## config.mk

```make
export PLATFORM = sky130hd
export DESIGN_NAME = uart_cmd_rx
export DESIGN_NICKNAME = d
export VERILOG_FILES = /design/src/rtl/uart_cmd_rx_pkg.sv /design/src/rtl/uart_cmd_rx_sync_2ff.sv /design/src/rtl/uart_cmd_rx.sv
export SDC_FILE = /design/constraint.sdc
export NUM_CORES = 1
export LEC_CHECK = 0
export CAP_MARGIN = 10
export CORE_ASPECT_RATIO = 0.5
export CORE_MARGIN = 2
export CORE_UTILIZATION = 40
export DETAILED_ROUTE_END_ITERATION = 7
export PLACE_DENSITY_LB_ADDON = 0.1
export RECOVER_POWER = 100
export SLEW_MARGIN = 40
export SYNTH_ARGS = -nofsm -noshare
export SYNTH_HDL_FRONTEND = slang
export SYNTH_SLANG_ARGS = --single-unit
```

## constraint.sdc

```tcl
create_clock -name clk -period 3.3 [get_ports clk]
set_clock_uncertainty 0.2 [all_clocks]
set_input_delay 0.99 -clock clk [delete_from_list [all_inputs] [get_ports clk]]
set_output_delay 0.99 -clock clk [all_outputs]
set_load 0.02 [all_outputs]
```

## src/rtl/uart_cmd_rx_pkg.sv

```systemverilog
// Shared definitions for the host-link UART receiver.
// State encoding and default bit timing.
package uart_cmd_rx_pkg;

  typedef enum logic [2:0] {
    UART_IDLE      = 3'd0,
    UART_START     = 3'd1,
    UART_DATA      = 3'd2,
    UART_STOP      = 3'd3,
    UART_WAIT_IDLE = 3'd4
  } uart_state_e;

  // 50 MHz system clock at 115200 baud
  localparam int unsigned DefaultClksPerBit = 434;
  localparam int unsigned DefaultCntWidth   = 16;

endpackage

```

## src/rtl/uart_cmd_rx_sync_2ff.sv

```systemverilog
// Two-flop synchroniser for an asynchronous input.
// Reset value is a parameter so idle-high lines start idle.
module uart_cmd_rx_sync_2ff #(
  parameter logic ResetVal = 1'b1
) (
  input  logic clk,
  input  logic reset,
  input  logic d,
  output logic q
);

  logic meta;

  // Shift the async input through two flops
  always_ff @(posedge clk or negedge reset) begin
    if (!reset) begin
      meta <= ResetVal;
      q    <= ResetVal;
    end else begin
      meta <= d;
      q    <= meta;
    end
  end

endmodule

```

## src/rtl/uart_cmd_rx.sv

```systemverilog
// 8N1 UART receiver feeding the command fifo write port.
// Reports overflow, framing errors and line breaks.
module uart_cmd_rx
  import uart_cmd_rx_pkg::*;
#(
  parameter int unsigned ClksPerBit = DefaultClksPerBit,
  parameter int unsigned CntWidth   = DefaultCntWidth
) (
  input  logic       clk,
  input  logic       reset,
  input  logic       rx,
  input  logic       fifo_full,
  output logic       write_en,
  output logic [7:0] write_data,
  output logic       overflow,
  input  logic       clear_overflow,
  output logic       frame_err,
  output logic       break_det,
  output logic       busy
);

  localparam logic [CntWidth-1:0] HalfLoad =
    CntWidth'(ClksPerBit / 2 - 1);
  localparam logic [CntWidth-1:0] FullLoad =
    CntWidth'(ClksPerBit - 1);
  localparam logic [CntWidth-1:0] One =
    CntWidth'(1);

  uart_state_e         state;
  logic [CntWidth-1:0] cnt;
  logic [2:0]          idx;
  logic [7:0]          shreg;
  logic                rx_s;
  logic                expire;

  uart_cmd_rx_sync_2ff #(
    .ResetVal(1'b1)
  ) u_sync_2ff (
    .clk  (clk),
    .reset(reset),
    .d    (rx),
    .q    (rx_s)
  );

  assign expire = (cnt == '0);
  assign busy   = (state != UART_IDLE);

  // Frame FSM with bit timer, shift register and flags
  always_ff @(posedge clk or negedge reset) begin
    if (!reset) begin
      state      <= UART_IDLE;
      cnt        <= '0;
      idx        <= '0;
      shreg      <= '0;
      write_en   <= 1'b0;
      write_data <= '0;
      overflow   <= 1'b0;
      frame_err  <= 1'b0;
      break_det  <= 1'b0;
    end else begin
      write_en  <= 1'b0;
      frame_err <= 1'b0;
      break_det <= 1'b0;
      // a drop later in this block overrides the clear
      if (clear_overflow) overflow <= 1'b0;
      unique case (state)
        UART_IDLE: begin
          if (!rx_s) begin
            state <= UART_START;
            cnt   <= HalfLoad;
          end
        end
        UART_START: begin
          if (!expire) begin
            cnt <= cnt - One;
          end else if (!rx_s) begin
            state <= UART_DATA;
            cnt   <= FullLoad;
            idx   <= '0;
          end else begin
            state <= UART_IDLE;
          end
        end
        UART_DATA: begin
          if (!expire) begin
            cnt <= cnt - One;
          end else begin
            shreg <= {rx_s, shreg[7:1]};
            cnt   <= FullLoad;
            idx   <= idx + 3'd1;
            if (idx == 3'd7) state <= UART_STOP;
          end
        end
        UART_STOP: begin
          if (!expire) begin
            cnt <= cnt - One;
          end else if (rx_s) begin
            state <= UART_IDLE;
            if (!fifo_full) begin
              write_en   <= 1'b1;
              write_data <= shreg;
            end else begin
              overflow <= 1'b1;
            end
          end else begin
            state     <= UART_WAIT_IDLE;
            frame_err <= 1'b1;
            break_det <= (shreg == 8'h00);
          end
        end
        UART_WAIT_IDLE: begin
          if (rx_s) state <= UART_IDLE;
        end
        default: state <= UART_IDLE;
      endcase
    end
  end

endmodule

```

* Yosys cells after proc, flatten, opt, wreduce, memory -nomap -nowiden
Cells that the tools add are included.
Cells by class: reduce and logical (&&, ||, !) cells 11, muxes and demuxes 34, divide/modulo/power cells 0, eq/ne operators 14, shift operators 0, bitwise gates (word level) 1, add/sub/neg operators 2, $lt $le $gt $ge 0, $mul 0
Operators by type and width (number):
- two-way mux 16 bit | 5
- case mux 16 bit (4 select lines) | 1
- two-way mux 3 bit | 10
- logical NOT 16 bit | 1
- subtractor 16 x 1 -> 16 bit, second input constant | 1
- two-way mux 1 bit | 15
- case mux 3 bit (5 select lines) | 1
- inequality test 2 bit, second input constant | 7
- AND reduction 4 bit | 3
- logical NOT 8 bit | 1
- == test 3 x 2 -> 1 bit, second input constant | 2
- == test 3 bit, second input constant | 2
- case mux 3 bit (2 select lines) | 1
- AND reduction 6 bit | 1
- nonzero test 4 bit | 1
- adder 3 x 1 -> 3 bit, second input constant | 1
- == test 3 x 1 -> 1 bit, second input constant | 1
- logical NOT 3 bit | 1
- inequality test 3 bit, second input constant | 1
- nonzero test 3 bit | 1
- two-way mux 2 bit | 1
- inequality test 2 x 1 -> 1 bit, second input constant | 1
- AND reduction 2 bit | 1
- nonzero test 2 bit | 1
- inverter 1 bit | 1
Storage, ports and cells: bits in latches 0, memories 0, ROM bits 0, input bits 5, register bits 44, memory bits (writable) 0, output and inout bits 13, logic and storage cells 73

* Logic depth before layout (Yosys ltp)
depth after elaboration 5, depth in mapped cells 8, depth with buffers taken out 7

* Modules after synthesis
A second synthesis with hierarchy kept.
Second synthesis, totals: cells, all modules 208, area total of the unflattened synthesis 2217.1 µm²
By module, submodules not included:
- uart_cmd_rx | sequential area each 1051.0 µm², times used 1, cells an instance 206, area an instance 2164.6 µm²
- uart_cmd_rx_sync_2ff | sequential area each 52.6 µm², times used 1, cells an instance 2, area an instance 52.6 µm²

* Worst setup path after synthesis
No wires, ideal clock.
kind flip-flop to flip-flop, start point register cnt[0], end point register write_data[0], clock period less this slack 2766 ps, library setup time 125 ps, setup slack 534 ps, cell stages (with the launch flop) 8, data required time 2975 ps, buffers on the path 1, arrival 2441 ps, cell sequence dfrtp_1 > inv_1 > ha_1 > or3b_2 > or4_4 > or3_1 > buf_6 > mux2_4
Between the ends: cells in the longest elaborated chain, start to end 2
Ends and longest elaborated chain:
- from (decl) | RTL line uart_cmd_rx.sv:30 | logic [CntWidth-1:0] cnt;
- from (signal assigned) | RTL line uart_cmd_rx.sv:70 | cnt <= HalfLoad;
- from (signal assigned) | RTL line uart_cmd_rx.sv:75 | cnt <= cnt - One;
- from (signal assigned) | RTL line uart_cmd_rx.sv:78 | cnt <= FullLoad;
- logical NOT 16 bit | RTL line uart_cmd_rx.sv:45 | assign expire = (cnt == '0);
- AND reduction 4 bit (no source line)
- to (signal assigned) | RTL line uart_cmd_rx.sv:101 | write_data <= shreg;
- to (decl) | RTL line uart_cmd_rx.sv:14 | output logic [7:0] write_data,
Every way passes these cells. A chain may end at the register's enable or synchronous reset.

* Final worst setup path
start point register cnt[0], end point register cnt[15]
Between the ends: cells in the longest elaborated chain, start to end 3, elaborated cells on any way between the ends 9, classes of those cells 1 x add/sub; 2 x eq/ne; 4 x mux; 2 x reduce/logical
Ends and longest elaborated chain:
- subtractor 16 x 1 -> 16 bit / logical NOT 16 bit (equally long branches)
- two-way mux 16 bit (tied with other cells) | RTL line uart_cmd_rx.sv:95 | if (!expire) begin
- case mux 16 bit (4 select lines) / AND reduction 4 bit (equally long branches)
Parallel ways exist; a longest one is shown, timed or not. The select of a mux whose other input is x is not followed.

==> flow_summary.ini <==
[timing]
rsz0062_at_grt = false
fin_crit_sh = 0.937
worst_pin_slew_ps = 868
finalHoldViolCount = 0
setup_violations = 0
fmax_mhz = 323
period_minus_slack_ps = 3090
setup_slack_ps = 207
tns_ps = 0
report.final.slew_viol_count = 0
max_slew_margin = 0.421

[grt]
overflow = 0
grt_pass1_wl_microns = 8830
track_usage = 0.174
antenna_found_initial = 0
grt_pass1_vias = 1721
met1_usage = 0.238
grt_busiest_layer = met2
grt_max_degree = 35
grt_use_met3 = 0.0408
grtUsageMet2 = 0.286

[yosys]
synth.largest_area_cell = dfrtp_1
synth_area_sq_um = 2310
synth_cell_types = 51
synth_ff_type = dfrtp_1
syn_nets = 226
syn_inst = 217
synth_area_leaders = dfrtp_1, mux2_4, mux2_2, nand2_1, nor2_1
ys_ff_latch = 44
synthArstFlopShare = 1.00
synth_edf_count = 0
yosysSeqAreaShare = 0.477
synth_top_area_share = 0.454
synth_warnings = 0
avgSynthCellArea_sq_um = 10.7

[route]
drtAntennaViolNets = 0
wl_microns = 5110
route.detailed.drc = 0
first_pass_iters = 5
route.detailed.vias_per_inst = 5.64
drt_iter0_drc = 93
wl_per_cell_microns = 16.4
vias = 1755

[power_and_ir_drop]
p_total_mw = 1.15
ir_drop_v = 0.000215
p_per_area_nw_per_um2 = 427
power_leakage_nw = 1.23

[placed_design]
place_ws_ps = 256
portBuffers = 17
hpwl_microns = 3580
routabilityCongestion = 0.805
postPlaceCellArea_sq_um = 2560

[clock_tree]
ctsHoldBuffers = 0
worstSkewPairLatency_ps = 290
path_clk_slew_ps = 60
cts.sinks = 44
cts_tree = yes
htree_levels = 2
cts_resized = 0
cts_root_buf = clkbuf_16
cts_buffer_depth = 2
postCtsSetupBuffers = 0
cts-buffers-inserted = 5

[die]
die_area_sq_um = 6450
top_level_ports = 18
core_area_sq_um = 5540
std_cell_rows = 19
die_width_microns = 112
die_y_microns = 57.8
initial_core_util = 0.418

[setup_path]
crit_fanout = 6
required_ps = 3260
critPathKind = register to register
arrival_ps = 3050
critPathLaunchType = register
endpoint_kind = register

[cells_and_area]
final_nets = 246
drive_above_1_share = 0.155
antennaDiodeCount = 0
area.growth.synth_to_final_pct = 15.9
fill_cells = 527
design_area_sq_um = 2680

[run]
cap_violations = 0

[status]
run_status = finished clean

[min_path]
worstHoldPathType = register to register
==> placed cells by master (no fill, tap or decap), drive strengths merged, types with 2 or more instances in the layout <==
master	count
o21ai	9
or3	9
or4	6
nor4	8
a22oi	2
ha	4
buf	6
o41ai	5
dfstp	2
nor2	18
inv	4
o31ai	2
o221a	2
a211oi	3
and2	2
o22ai	2
a21oi	9
dlygate4sd3	14
dfrtp	42
a31oi	2
mux2	17
nand2b	2
nand4	2
clkdlybuf4s50	2
nor3b	2
clkbuf	9
nor3	11
o211ai	2
nand2	18
a21o	4
==> final timing paths <==
check | from | end | slack, ps | cells past startpoint
setup / recovery | cnt[0] | cnt[15] | 210 | 7
hold / removal | u_sync_2ff.meta | u_sync_2ff.q | 160 | 0
setup reg to reg | cnt[0] | cnt[15] | 210 | 7
hold reg to reg | u_sync_2ff.meta | u_sync_2ff.q | 160 | 0
max in group asynchronous | reset | cnt[2] | 1210 | 2
min in group asynchronous | reset | write_data[1] | 460 | 1
==> cell usage after synthesis, drive strengths merged, types with 4 or more instances <==
master,number
a21o,4
a21oi,9
buf,4
clkbuf,8
dfrtp,42
ha,4
inv,4
mux2,17
nand2,18
nor2,18
nor3,11
nor4,8
o21ai,9
o41ai,5
or3,9
or4,6
==> worst max-delay path, cell delays in order (launching register included) <==
cell and delay [ps]:
dfrtp_1 420, inv_1 110, ha_1 160, or3b_2 480
or4_1 640, a21oi_1 530, or3_1 300, o211ai_1 130
==> cells by family (layout without fill, tap and decap cells) <==
| logic type | Yosys count | in the layout | share of synthesized area |
|---|---|---|---|
| AND/OR/NAND/NOR | 86 | 86 | 0.214 |
| AO/OA/AOI/OAI | 49 | 49 | 0.150 |
| flip-flops | 44 | 44 | 0.477 |
| multiplexers | 17 | 17 | 0.0957 |
| buffers and inverters | 16 | 37 | 0.0389 |
| adder cells (fa/ha/maj) | 4 | 4 | 0.0216 |
| XOR/XNOR | 1 | 1 | 0.00378 |
==> area by class of cell <==
class | count | area [sq um] | share of cell area
Clock inverter | 2 | 38.8 | 0.0145
Tap cell | 73 | 91.3 | 0.0340
Clock buffer | 6 | 139 | 0.0518
Inverter | 4 | 15.0 | 0.00560
Multi-Input combinational cell | 157 | 1080 | 0.402
Sequential cell | 44 | 1100 | 0.411
Timing Repair Buffer | 25 | 218 | 0.0812
==> report_power, final <==
| part | switching (mW) | leakage [nW] | total (mW) | internal (mW) |
|---|---|---|---|---|
| sequential | 0.00181 | 0.590 | 0.544 | 0.542 |
| combinational | 0.0123 | 0.558 | 0.0169 | 0.00463 |
| clock | 0.206 | 0.0871 | 0.585 | 0.379 |
==> registers in the layout, indices dropped and copies added, names as in the netlist <==
signal / count
idx: 3
cnt: 16
write_data: 8
break_det: 1
write_en: 1
state: 3
u_sync_2ff.q: 1
shreg: 8
u_sync_2ff.meta: 1
frame_err: 1
overflow: 1
==> through the flow <==
stage	std cells	util	hold WS, ps
CTS	311	0.494	157
finish	311	0.484	156
global placement	303	0.461	147
global route	311	0.484	165
floorplan	217	-	145
detailed placement	303	0.461	148
==> metal layers <==
metal  wire (microns)  vias up  part of all wire
met5                0        -                 0
met2             2310       40              0.45
li1                 -      851                 -
met3              241        5             0.047
met4               42        0            0.0082
met1             2520      859              0.49
No activity file was read; power rests on OpenSTA's default activity.
